$ cat config.mk
export PLATFORM = sky130hd
export DESIGN_NAME = i2c_target_regs
export DESIGN_NICKNAME = d
export VERILOG_FILES = /design/src/rtl/i2c_target_pkg.sv /design/src/rtl/i2c_line_sync.sv /design/src/rtl/i2c_target_regs.sv
export SDC_FILE = /design/constraint.sdc
export NUM_CORES = 1
export LEC_CHECK = 0
export BUFFER_PORTS_ARGS = -buffer_cell sky130_fd_sc_hd__buf_2
export CAP_MARGIN = 20
export CORE_MARGIN = 4
export CORE_UTILIZATION = 55
export CTS_BUF_LIST = sky130_fd_sc_hd__clkbuf_4 sky130_fd_sc_hd__clkbuf_8
export DETAILED_ROUTE_END_ITERATION = 7
export GPL_ROUTABILITY_DRIVEN = 0
export GPL_TIMING_DRIVEN = 0
export PLACE_DENSITY = 0.79
export SLEW_MARGIN = 20
export SYNTH_ARGS = -nofsm -noshare
export SYNTH_HDL_FRONTEND = slang
export SYNTH_SLANG_ARGS = --single-unit
$ cat constraint.sdc
create_clock -name clk_i -period 3.68 [get_ports clk_i]
set_clock_uncertainty 0.05 [all_clocks]
set_input_delay 0.184 -clock clk_i [delete_from_list [all_inputs] [get_ports clk_i]]
set_output_delay 0.184 -clock clk_i [all_outputs]
set_load 0.02 [all_outputs]
$ cat src/rtl/i2c_target_pkg.sv
// Shared types and constants for the I2C register target.
package i2c_target_pkg;

   typedef enum logic [2:0] {
      ST_IDLE,
      ST_ADDR,
      ST_ADDR_ACK,
      ST_WR_BYTE,
      ST_WR_ACK,
      ST_RD_BYTE,
      ST_RD_ACK,
      ST_WAIT_STOP
   } state_e;

   localparam logic       I2C_ACK             = 1'b0;
   localparam logic       I2C_NACK            = 1'b1;
   localparam logic [6:0] DEFAULT_TARGET_ADDR = 7'h50;

endpackage

$ cat src/rtl/i2c_line_sync.sv
// Synchronizer for one asynchronous I2C line plus a history flop for edge detection.
module i2c_line_sync #(
   parameter int SyncStages = 2
) (
   input  logic clk_i,
   input  logic rst_i,
   input  logic line_i,
   output logic level_o,
   output logic rise_o,
   output logic fall_o
);

   logic [SyncStages-1:0] sync_q;
   logic                  hist_q;

   // Reset to 1 so an idle (pulled-up) bus never looks like an edge.
   always_ff @(posedge clk_i) begin
      if (rst_i) begin
         sync_q <= '1;
         hist_q <= 1'b1;
      end else begin
         sync_q <= {sync_q[SyncStages-2:0], line_i};
         hist_q <= sync_q[SyncStages-1];
      end
   end

   assign level_o = sync_q[SyncStages-1];
   assign rise_o  = level_o & ~hist_q;
   assign fall_o  = ~level_o & hist_q;

endmodule

$ cat src/rtl/i2c_target_regs.sv
// I2C target with a byte-wide register file: first written byte sets the pointer,
// further bytes write registers; reads stream registers with auto-increment.
module i2c_target_regs
   import i2c_target_pkg::*;
#(
   parameter logic [6:0] TargetAddr = DEFAULT_TARGET_ADDR,
   parameter int         NumRegs    = 16,
   parameter int         SyncStages = 2
) (
   input  logic                       clk_i,
   input  logic                       rst_i,
   input  logic                       scl_i,
   input  logic                       sda_i,
   output logic                       sda_o,
   output logic                       sda_en_o,
   output logic [NumRegs*8-1:0]       regs_o,
   output logic                       wr_pulse_o,
   output logic [$clog2(NumRegs)-1:0] wr_idx_o,
   output logic                       busy_o
);

   localparam int PW = $clog2(NumRegs);

   logic scl_lvl, scl_rise, scl_fall;
   logic sda_lvl, sda_rise, sda_fall;

   i2c_line_sync #(.SyncStages(SyncStages)) u_scl_sync (
      .clk_i(clk_i), .rst_i(rst_i), .line_i(scl_i),
      .level_o(scl_lvl), .rise_o(scl_rise), .fall_o(scl_fall)
   );

   i2c_line_sync #(.SyncStages(SyncStages)) u_sda_sync (
      .clk_i(clk_i), .rst_i(rst_i), .line_i(sda_i),
      .level_o(sda_lvl), .rise_o(sda_rise), .fall_o(sda_fall)
   );

   state_e          state_q, state_d;
   logic [2:0]      bit_cnt_q, bit_cnt_d;
   logic [7:0]      shift_q, shift_d;
   logic [PW-1:0]   ptr_q, ptr_d;
   logic            rw_q, rw_d;
   logic            first_q, first_d;
   logic            sda_en_q, sda_en_d;
   logic            wr_en;
   logic            wr_pulse_q;
   logic [PW-1:0]   wr_idx_q;
   logic [7:0]      regs_q [NumRegs];

   logic            start_det, stop_det, last_bit;
   logic [7:0]      byte_in, rd_byte;

   assign start_det = sda_fall & scl_lvl;
   assign stop_det  = sda_rise & scl_lvl;
   assign last_bit  = (bit_cnt_q == 3'd7);
   assign byte_in   = {shift_q[6:0], sda_lvl};
   assign rd_byte   = regs_q[ptr_q];

   always_comb begin
      state_d   = state_q;
      bit_cnt_d = bit_cnt_q;
      shift_d   = shift_q;
      ptr_d     = ptr_q;
      rw_d      = rw_q;
      first_d   = first_q;
      sda_en_d  = sda_en_q;
      wr_en     = 1'b0;
      if (stop_det) begin
         state_d  = ST_IDLE;
         sda_en_d = 1'b0;
      end else if (start_det) begin
         state_d   = ST_ADDR;
         bit_cnt_d = 3'd0;
         sda_en_d  = 1'b0;
      end else begin
         unique case (state_q)
            ST_ADDR: begin
               if (scl_rise) begin
                  shift_d   = byte_in;
                  bit_cnt_d = bit_cnt_q + 3'd1;
                  if (last_bit) begin
                     if (byte_in[7:1] == TargetAddr) begin
                        state_d = ST_ADDR_ACK;
                        rw_d    = byte_in[0];
                     end else begin
                        state_d = ST_WAIT_STOP;
                     end
                  end
               end
            end
            // First SCL fall drives the ACK, second one releases it and moves on.
            ST_ADDR_ACK, ST_WR_ACK: begin
               if (scl_fall) begin
                  if (!sda_en_q) begin
                     sda_en_d = ~I2C_ACK;
                  end else begin
                     sda_en_d  = 1'b0;
                     bit_cnt_d = 3'd0;
                     if (state_q == ST_ADDR_ACK && rw_q) begin
                        state_d  = ST_RD_BYTE;
                        shift_d  = rd_byte;
                        sda_en_d = ~rd_byte[7];
                     end else begin
                        state_d = ST_WR_BYTE;
                        if (state_q == ST_ADDR_ACK) first_d = 1'b1;
                     end
                  end
               end
            end
            ST_WR_BYTE: begin
               if (scl_rise) begin
                  shift_d   = byte_in;
                  bit_cnt_d = bit_cnt_q + 3'd1;
                  if (last_bit) begin
                     state_d = ST_WR_ACK;
                     if (first_q) begin
                        ptr_d   = byte_in[PW-1:0];
                        first_d = 1'b0;
                     end else begin
                        wr_en = 1'b1;
                        ptr_d = ptr_q + PW'(1);
                     end
                  end
               end
            end
            ST_RD_BYTE: begin
               if (scl_fall) begin
                  if (last_bit) begin
                     sda_en_d = 1'b0;
                     state_d  = ST_RD_ACK;
                  end else begin
                     shift_d   = {shift_q[6:0], 1'b0};
                     sda_en_d  = ~shift_q[6];
                     bit_cnt_d = bit_cnt_q + 3'd1;
                  end
               end
            end
            // Pointer advances on the host ACK; the reload waits for the following fall.
            ST_RD_ACK: begin
               if (scl_rise) begin
                  if (sda_lvl == I2C_NACK) state_d = ST_WAIT_STOP;
                  else                     ptr_d   = ptr_q + PW'(1);
               end else if (scl_fall) begin
                  state_d   = ST_RD_BYTE;
                  shift_d   = rd_byte;
                  sda_en_d  = ~rd_byte[7];
                  bit_cnt_d = 3'd0;
               end
            end
            default: sda_en_d = 1'b0;
         endcase
      end
   end

   always_ff @(posedge clk_i) begin
      if (rst_i) begin
         state_q    <= ST_IDLE;
         bit_cnt_q  <= '0;
         shift_q    <= '0;
         ptr_q      <= '0;
         rw_q       <= 1'b0;
         first_q    <= 1'b0;
         sda_en_q   <= 1'b0;
         wr_pulse_q <= 1'b0;
         wr_idx_q   <= '0;
         for (int k = 0; k < NumRegs; k++) regs_q[k] <= '0;
      end else begin
         state_q    <= state_d;
         bit_cnt_q  <= bit_cnt_d;
         shift_q    <= shift_d;
         ptr_q      <= ptr_d;
         rw_q       <= rw_d;
         first_q    <= first_d;
         sda_en_q   <= sda_en_d;
         wr_pulse_q <= wr_en;
         if (wr_en) begin
            regs_q[ptr_q] <= byte_in;
            wr_idx_q      <= ptr_q;
         end
      end
   end

   generate
      for (genvar gi = 0; gi < NumRegs; gi++) begin : g_regs_out
         assign regs_o[8*gi +: 8] = regs_q[gi];
      end
   endgenerate

   // Release SDA combinationally on STOP or reset, without waiting for the flop.
   assign sda_en_o   = sda_en_q & ~stop_det & ~rst_i;
   assign sda_o      = 1'b0;
   assign wr_pulse_o = wr_pulse_q;
   assign wr_idx_o   = wr_idx_q;
   assign busy_o     = (state_q != ST_IDLE);

endmodule

==> results of run 1 <==
[registers in the layout, indices dropped and copies added (netlist names), 2 cells and up, named ones only]
signal             flops
shift_q                7
u_sda_sync.sync_q      2
ptr_q                  4
bit_cnt_q              3
u_scl_sync.sync_q      2
wr_idx_o               4
regs_q               128
state_q                3
[cells in the final DEF (no fill, tap or decap), types with 12 or more instances in the layout]
| master | count |
|---|---|
| nor3_1 | 80 |
| and2_1 | 58 |
| a21oi_1 | 21 |
| dfxtp_1 | 35 |
| o21ai_0 | 12 |
| edfxtp_1 | 128 |
| buf_2 | 157 |
| mux2_2 | 12 |
| nand2_1 | 17 |
| mux2i_1 | 39 |
| clkbuf_8 | 17 |
| clkbuf_1 | 24 |
| or2_2 | 22 |
| nor2_1 | 32 |
[layout make-up]
type	count	area (um^2)
tap	180	225
timing repair buffer	140	711
clock inverter	12	141
fill	1046	4750
sequential	163	4540
inverter	13	48.8
buffer	54	275
multi-input combinational	434	3110
clock buffer	18	241
[cells by family after synthesis]
family          count (synthesis)  share of synthesized area (%)
xor+xnor                        1                          0.110
other cells                     1                         0.0470
flops                         163                           57.0
compound gates                100                           9.39
fa+ha+maj                       8                           1.25
buf+inv                        67                           4.06
simple gates                  263                           18.8
mux                            61                           9.41
[Yosys cell counts, types with 7 or more instances]
cell and instances:
edfxtp_1 128, nor3_1 80, and2_1 58, mux2i_1 39, dfxtp_1 35, nor2_1 32
clkbuf_1 24, or2_2 22, a21oi_1 21, buf_2 19, nand2_1 17, mux2_2 12
o21ai_0 12, nor2b_1 11, inv_1 10, mux4_2 10, buf_4 9, a22oi_1 8
ha_1 8, a211oi_1 7, nand3_1 7
[per-layer routing]
| layer | up-vias | track usage [%] |
|---|---|---|
| li1 | 2787 | - |
| met1 | 3215 | 41.9 |
| met2 | 612 | 48.7 |
| met3 | 109 | 6.72 |
| met4 | 0 | 11.7 |
| met5 | - | 0 |
[worst min path at each step]
stage / from / end / slack (ps) / depth (start not counted)
after global routing: rst_i / state_q[1]$_SDFFE_PP0P_ / 80 / 3
after floorplan: scl_i / u_scl_sync.sync_q[0]$_SDFF_PP1_ / 240 / 1
after global placement: sda_i / u_sda_sync.sync_q[0]$_SDFF_PP1_ / 320 / 2
final: rst_i / state_q[1]$_SDFFE_PP0P_ / 70 / 3
after CTS: rst_i / state_q[1]$_SDFFE_PP0P_ / 30 / 3
after detailed placement: scl_i / u_scl_sync.sync_q[0]$_SDFF_PP1_ / 320 / 2
[where the power goes]
group          internal, mW  total, mW  switching (mW)
Sequential             2.05       2.10          0.0508
Combinational        0.0918      0.299           0.207
Clock                 0.662       1.32           0.661
Total                  2.80       3.72           0.919
[per-stage QoR]
stage | hold slack [ps] | util [%] | std cells
2_1_floorplan | 238 | - | 664
3_3_place_gp | 323 | 63.3 | 982
3_5_place_dp | 323 | 63.3 | 982
4_1_cts | 28.8 | 66.2 | 1014
5_1_grt | 79.4 | 66.2 | 1014
6_report | 68.7 | 66.2 | 1014
[worst max-delay path, cell delays in order (launching register included)]
cell	delay [ps]
dfxtp_1	590
ha_1	210
buf_2	220
nand2_1	100
nor2_1	270
nand3_1	430
nor2_1	520
or2_2	330
==> summary.txt, run 1 <==
Setup path
  • Critical Path Start Type: register
  • Length in cells of the worst reg-to-reg path: 7
  • R2R Setup Slk: 630 ps
  • CP arrival: approximately 3200 ps
  • Reg-to-reg endpoint: regs_q[3][3]$_SDFFCE_PN0P_
  • Critical Path RT: 3790 ps
  • R2R Path Start: u_scl_sync.sync_q[1]$_SDFF_PP1_
  • Worst Setup EP: regs_q[3][3]$_SDFFCE_PN0P_
  • Start point of the critical path: u_scl_sync.sync_q[1]$_SDFF_PP1_
  • Worst-path maximum fanout: 9
  • Setup CP Type: register to register
  • Crit. End Element: register

Synthesis
  • Yosys cell types: 73
  • Synth Register Bits: 163
  • Synth Area per Inst: 12.0 um^2
  • Syn Std Cell Area: 7980 um^2
  • Seq/Total Area, Yosys: 57.0%
  • Async S/R FF share, synth: 0%
  • Yosys Warn Count: 0
  • Synth top area share: 48.2%
  • Leading area contributor after synthesis: edfxtp_1
  • Post-Synthesis Net Count: approximately 680
  • Top post-synthesis cells by area: edfxtp_1 48%, dfxtp_1 8.8%, nor3_1 5.0%
  • Syn Inst Count: approximately 660
  • Post-synth EDFFs: 128
  • Post-synth top flop: edfxtp_1

Detailed routing
  • Metal3 WL: 3.44 mm
  • Drc violations: 0
  • Vias per inst: 6.63
  • Metal2 WL: 12.0 mm
  • Max layer used: met4
  • Initial DRC Count: about 1.3k
  • Pre-Repair DR Iteration Count: 6
  • DR vias: 6,723
  • Total wire length: about 26 mm
  • Routed length on met1: 9.24 mm
  • ANT nets after route: 0
  • WL/cell: 25.3 um

CTS
  • Max clock buf depth: 2
  • CTS tree: built
  • CTS sink count: 163
  • Clk slew on worst S/H paths: about 90 ps
  • CTS Buf Count: 17
  • Post_cts resized: 0
  • CTS H-tree depth: 4
  • Worst skew pair latency: 470 ps
  • Post-CTS Hold Fix Bufs: 2
  • CTS root buf: clkbuf_8
  • Setup Buffers After CTS: 0

Power
  • Pwr dens: 400 nW/um^2
  • Total power: 3.72 mW
  • Max rail drop VDD: ~0.24 mV
  • Leak: 3.33 nW

Floorplan
  • Die X-Extent: 128 um
  • Boundary Pins: 140
  • Site row count: 43
  • Total core area: 14,000 um^2
  • Starting Density: around 57%
  • DIE HEIGHT: ~130 um
  • Die ar.: 16,500 um^2

Placement
  • Port buffer count: 138
  • Pre-CTS setup slack: 752 ps
  • Dpl hpwl: approximately 19 mm
  • Post-place instance area: about 8900 um^2

Finish
  • Final nets: approximately 840
  • Diode count: 0
  • Final instance area: 9300 um^2
  • Area grow syn2layout: 16.5%
  • Layout cells sized above 1: approximately a third

Global routing
  • Congestion Overflow GR: 0
  • Global-route wire length before repair: 37.5 mm
  • Initial antenna violation count: 0
  • GRT Overall Usage: 30.8%
  • Largest net degree at the start of global routing: 17
  • Vias in the first global route: about 6.4k

Timing
  • Final period util: between 80% and 90%
  • Worst Tran Pin Value: 964 ps
  • Minimum clock period: roughly 3000 ps
  • Peak Freq: 328 MHz
  • Final Hold Fails: 0
  • Final WS setup: 631 ps
  • Slew margin rel.: about a third
  • Setup TNS: 0 ps
  • Fin. max-slew vios: 0
  • Setup-failing EPs final: 0
  • RSZ-0062 raised after global routing: false

Outcome
  • Status: finished clean

Worst hold path
  • Min-delay worst type: primary input to register

Run
  • Max-cap check violation count: 0
No activity file was read; power rests on OpenSTA's default activity.
==> inputs of run 2 (changes only) <==
--- a/config.mk
+++ b/config.mk
@@ -5,15 +5,16 @@
 export SDC_FILE = /design/constraint.sdc
 export NUM_CORES = 1
 export LEC_CHECK = 0
+export ABC_AREA = 1
 export BUFFER_PORTS_ARGS = -buffer_cell sky130_fd_sc_hd__buf_2
 export CAP_MARGIN = 20
 export CORE_MARGIN = 4
-export CORE_UTILIZATION = 55
+export CORE_UTILIZATION = 52
 export CTS_BUF_LIST = sky130_fd_sc_hd__clkbuf_4 sky130_fd_sc_hd__clkbuf_8
 export DETAILED_ROUTE_END_ITERATION = 7
 export GPL_ROUTABILITY_DRIVEN = 0
 export GPL_TIMING_DRIVEN = 0
-export PLACE_DENSITY = 0.79
+export PLACE_DENSITY = 0.78
 export SLEW_MARGIN = 20
 export SYNTH_ARGS = -nofsm -noshare
 export SYNTH_HDL_FRONTEND = slang
==> constraint.sdc (replaced) <==
create_clock -name clk_i -period 2.6 [get_ports clk_i]
set_clock_uncertainty 0.05 [all_clocks]
set_input_delay 0.13 -clock clk_i [delete_from_list [all_inputs] [get_ports clk_i]]
set_output_delay 0.13 -clock clk_i [all_outputs]
set_load 0.02 [all_outputs]
==> summary.txt, run 2 <==
Outcome
  • Status: finished clean (unchanged)

Setup path
  • Reg-to-reg endpoint: regs_q[4][4]$_SDFFCE_PN0P_ (was regs_q[3][3]$_SDFFCE_PN0P_)
  • CP arrival: 2520 ps (was 3160 ps)
  • CP Cell Sequence: ha_1 > ha_1 > nand3_2 > nor3_4 > nand2_4 > nor2_8 > nand2_4 > nand2_1 (was ha_1 > buf_2 > nand2_1 > nor2_1 > nand3_1 > nor2_1 > or2_2)
  • Worst-path maximum fanout: 9 (unchanged)
  • Setup CP Type: register to register (unchanged)
  • R2R Path Start: bit_cnt_q[0]$_SDFFE_PP0P_ (was u_scl_sync.sync_q[1]$_SDFF_PP1_)
  • Crit-path slowest cell: dfxtp_1 (unchanged)
  • Length in cells of the worst reg-to-reg path: 8 (was 7)
  • Critical Path Start Type: register (unchanged)
  • Max incr delay on CP: 360 ps (was 590 ps)
  • Critical Path RT: 2680 ps (was 3790 ps)
  • R2R Setup Slk: 160 ps (was 630 ps)
  • Crit. End Element: register (unchanged)

Power
  • Pwr dens: 746 nW/um^2 (was 400 nW/um^2)
  • Max rail drop VDD: 0.463 mV (was 0.243 mV)
  • Leak: 4.03 nW (was 3.33 nW)
  • Total power: 6.87 mW (was 3.72 mW)

Placement
  • Dpl cells: 1,179 (was 982)
  • Dpl hpwl: 18.0 mm (was 18.6 mm)
  • Port buffer count: 138 (unchanged)
  • Post-place instance area: 8720 um^2 (was 8890 um^2)

CTS
  • CTS sink count: 163 (unchanged)
  • CTS H-tree depth: 4 (unchanged)
  • CTS Buf Count: 17 (unchanged)
  • CTS root buf: clkbuf_8 (unchanged)
  • Max clock buf depth: 2 (unchanged)
  • Worst skew pair latency: 460 ps (was 470 ps)
  • CTS tree: built (unchanged)
  • Clk slew on worst S/H paths: 90 ps (about the same)

Detailed routing
  • Total wire length: 24.6 mm (was 25.6 mm)
  • ANT nets after route: 0 (unchanged)
  • Vias per inst: 5.83 (was 6.63)
  • Pre-Repair DR Iteration Count: 6 (unchanged)
  • Drc violations: 0 (unchanged)
  • WL/cell: 20.2 um (was 25.3 um)
  • Initial DRC Count: 1,002 (was 1,291)
  • DR vias: 7,079 (was 6,723)

Timing
  • Minimum clock period: 2440 ps (was 3050 ps)
  • Fin. max-slew vios: 0 (unchanged)
  • Final Hold Fails: 0 (unchanged)
  • Peak Freq: 410 MHz (was 328 MHz)
  • Setup-failing EPs final: 0 (unchanged)
  • Worst Tran Pin Value: 912 ps (was 964 ps)
  • Slew margin rel.: 39.0% (was 34.8%)
  • Hold Slack: 361 ps (was 68.7 ps)
  • Final period util: 93.7% (was 82.9%)

Finish
  • Final nets: 1,031 (was 835)
  • Most common cell after layout, fill and taps aside: nor2_1 (was buf_2)
  • Layout cells sized above 1: 22.1% (was 31.5%)
  • Register area: 4540 um^2 (unchanged)
  • Largest regs: regs_q: 128 flops, shift_q: 7 flops (unchanged)
  • Diode count: 0 (unchanged)
  • Commonest non-fill, non-tap cells in the layout: 253 x nor2_1, 140 x buf_2, 128 x edfxtp_1, 94 x nand2_1, 72 x o21ai_0 (was 157 x buf_2, 128 x edfxtp_1, 80 x nor3_1, 58 x and2_1, 39 x mux2i_1)
  • Multi-input gate area: 2870 um^2 (was 3110 um^2)
  • Filler-free cell count of the finished design: 1,215 (was 1,014)
  • Fill cells: 1,243 (was 1,046)
  • Area grow syn2layout: 18.1% (was 16.5%)
  • Largest Register: regs_q (unchanged)
  • Largest register FFs: 128 (unchanged)
  • Final instance area: 9210 um^2 (was 9300 um^2)

Worst hold path
  • Hold Startpoint: u_scl_sync.sync_q[0]$_SDFF_PP1_ (was rst_i)
  • Hold path depth: 1 (was 3)
  • Hold EP: u_scl_sync.sync_q[1]$_SDFF_PP1_ (was state_q[1]$_SDFFE_PP0P_)
  • Min-delay worst type: register to register (was primary input to register)

Synthesis
  • Async S/R FF share, synth: 0% (unchanged)
  • Yosys Warn Count: 0 (unchanged)
  • Synth top area share: 49.3% (was 48.2%)
  • Commonest cells post-synth: 253 x nor2_1, 128 x edfxtp_1, 99 x nand2_1 (was 128 x edfxtp_1, 80 x nor3_1, 58 x and2_1)
  • Yosys cell types: 31 (was 73)
  • Synth Register Bits: 163 (unchanged)
  • Count leader, synth: nor2_1 (was edfxtp_1)
  • Leading area contributor after synthesis: edfxtp_1 (unchanged)
  • Post-synth top flop: edfxtp_1 (unchanged)
  • Post-Synthesis Net Count: 869 (was 676)
  • Top post-synthesis cells by area: edfxtp_1 49%, nor2_1 12%, dfxtp_1 9.0% (was edfxtp_1 48%, dfxtp_1 8.8%, nor3_1 5.0%)
  • Syn Inst Count: 857 (was 664)
  • Syn Std Cell Area: 7790 um^2 (was 7980 um^2)
  • Seq/Total Area, Yosys: 58.3% (was 57.0%)
  • Synth Area per Inst: 9.10 um^2 (was 12.0 um^2)
  • Post-synth EDFFs: 128 (unchanged)

Global routing
  • GRT Overall Usage: 28.9% (was 30.8%)
  • Initial antenna violation count: 0 (unchanged)
  • Largest net degree at the start of global routing: 17 (unchanged)
  • Vias in the first global route: 6,326 (was 6,387)
  • Congestion Overflow GR: 0 (unchanged)
  • Global-route wire length before repair: 35.9 mm (was 37.5 mm)

Floorplan
  • DIE HEIGHT: 130 um (was 128 um)
  • Boundary Pins: 140 (unchanged)
  • Starting Density: 53.4% (was 56.8%)
  • Die ar.: 17,000 um^2 (was 16,500 um^2)
  • Die X-Extent: 130 um (was 128 um)
  • Total core area: 14,600 um^2 (was 14,000 um^2)
  • Site row count: 44 (was 43)

Run
  • Max-cap check violation count: 0 (unchanged)
-- run 2: critical path: cells and delay by family, from the launching register on --
kind	cells	cell delay, ps
adders and majority gates	2	400
DFF	1	360
and+or+nand+nor	6	1310
-- run 2: worst max-delay path by stage --
| stage | to | slack [ps] | from |
|---|---|---|---|
| after floorplan | regs_q[8][0]$_SDFFCE_PN0P_ | 410 | bit_cnt_q[0]$_SDFFE_PP0P_ |
| after global placement | regs_q[9][7]$_SDFFCE_PN0P_ | 30 | bit_cnt_q[0]$_SDFFE_PP0P_ |
| after detailed placement | regs_q[8][1]$_SDFFCE_PN0P_ | 20 | bit_cnt_q[0]$_SDFFE_PP0P_ |
| after CTS | regs_q[8][2]$_SDFFCE_PN0P_ | 7 | bit_cnt_q[0]$_SDFFE_PP0P_ |
| after global routing | regs_q[4][7]$_SDFFCE_PN0P_ | -10 | bit_cnt_q[0]$_SDFFE_PP0P_ |
| final | regs_q[4][4]$_SDFFCE_PN0P_ | 160 | bit_cnt_q[0]$_SDFFE_PP0P_ |
-- run 2: repair_timing --
action | 4_1_cts | 5_1_grt
hold buffers | 5 | 0
resized for setup | 0 | 7
endpoints found under the setup margin | 0 | 130
buffers inserted | 0 | 1
hold endpoints to repair | 6 | 0
-- run 2: power by group --
part | leakage, nW | switching, mW | total (mW) | internal [mW]
clock | 0.210 | 0.957 | 2.01 | 1.05
sequential | 1.61 | 0.127 | 3.09 | 2.96
combinational | 2.21 | 1.34 | 1.78 | 0.436
-- run 2: logic make-up after synthesis --
| kind of cell | after synthesis | share of synthesized area [%] |
|---|---|---|
| AOI/OAI and AO/OA | 114 | 7.96 |
| adders and majority gates | 8 | 1.28 |
| other | 1 | 0.0481 |
| buffers and inverters | 103 | 5.09 |
| DFF | 163 | 58.3 |
| and+or+nand+nor | 467 | 27.2 |
| xor gates and xnor gates | 1 | 0.112 |
-- run 2: routing by layer --
| metal | up-vias | global-route usage (%) | routed length (um) |
|---|---|---|---|
| met5 | - | 0 | 0 |
| met2 | 537 | 44.9 | 11100 |
| met1 | 3291 | 40.0 | 9390 |
| met3 | 75 | 5.85 | 3150 |
| li1 | 3176 | - | - |
| met4 | 0 | 11.8 | 904 |
-- run 2: cell type report --
| class | count | share of cell area (%) |
|---|---|---|
| plain buffers | 40 | 1.75 |
| flip-flops and latches | 163 | 49.3 |
| clock buffers | 18 | 2.62 |
| repair buffers | 144 | 8.13 |
| well taps | 184 | 2.50 |
| multi-input cells | 591 | 31.1 |
| clock inverters | 13 | 2.00 |
| inverters | 62 | 2.53 |
-- run 2: stage by stage --
| step | util (%) | setup WS, ps | TNS, ps |
|---|---|---|---|
| 2_1_floorplan | - | 413 | 0 |
| 3_3_place_gp | 59.7 | 29.4 | 0 |
| 3_5_place_dp | 59.7 | 20.4 | 0 |
| 4_1_cts | 63.0 | 6.93 | 0 |
| 5_1_grt | 63.1 | -11.0 | -187 |
| 6_report | 63.1 | 163 | 0 |
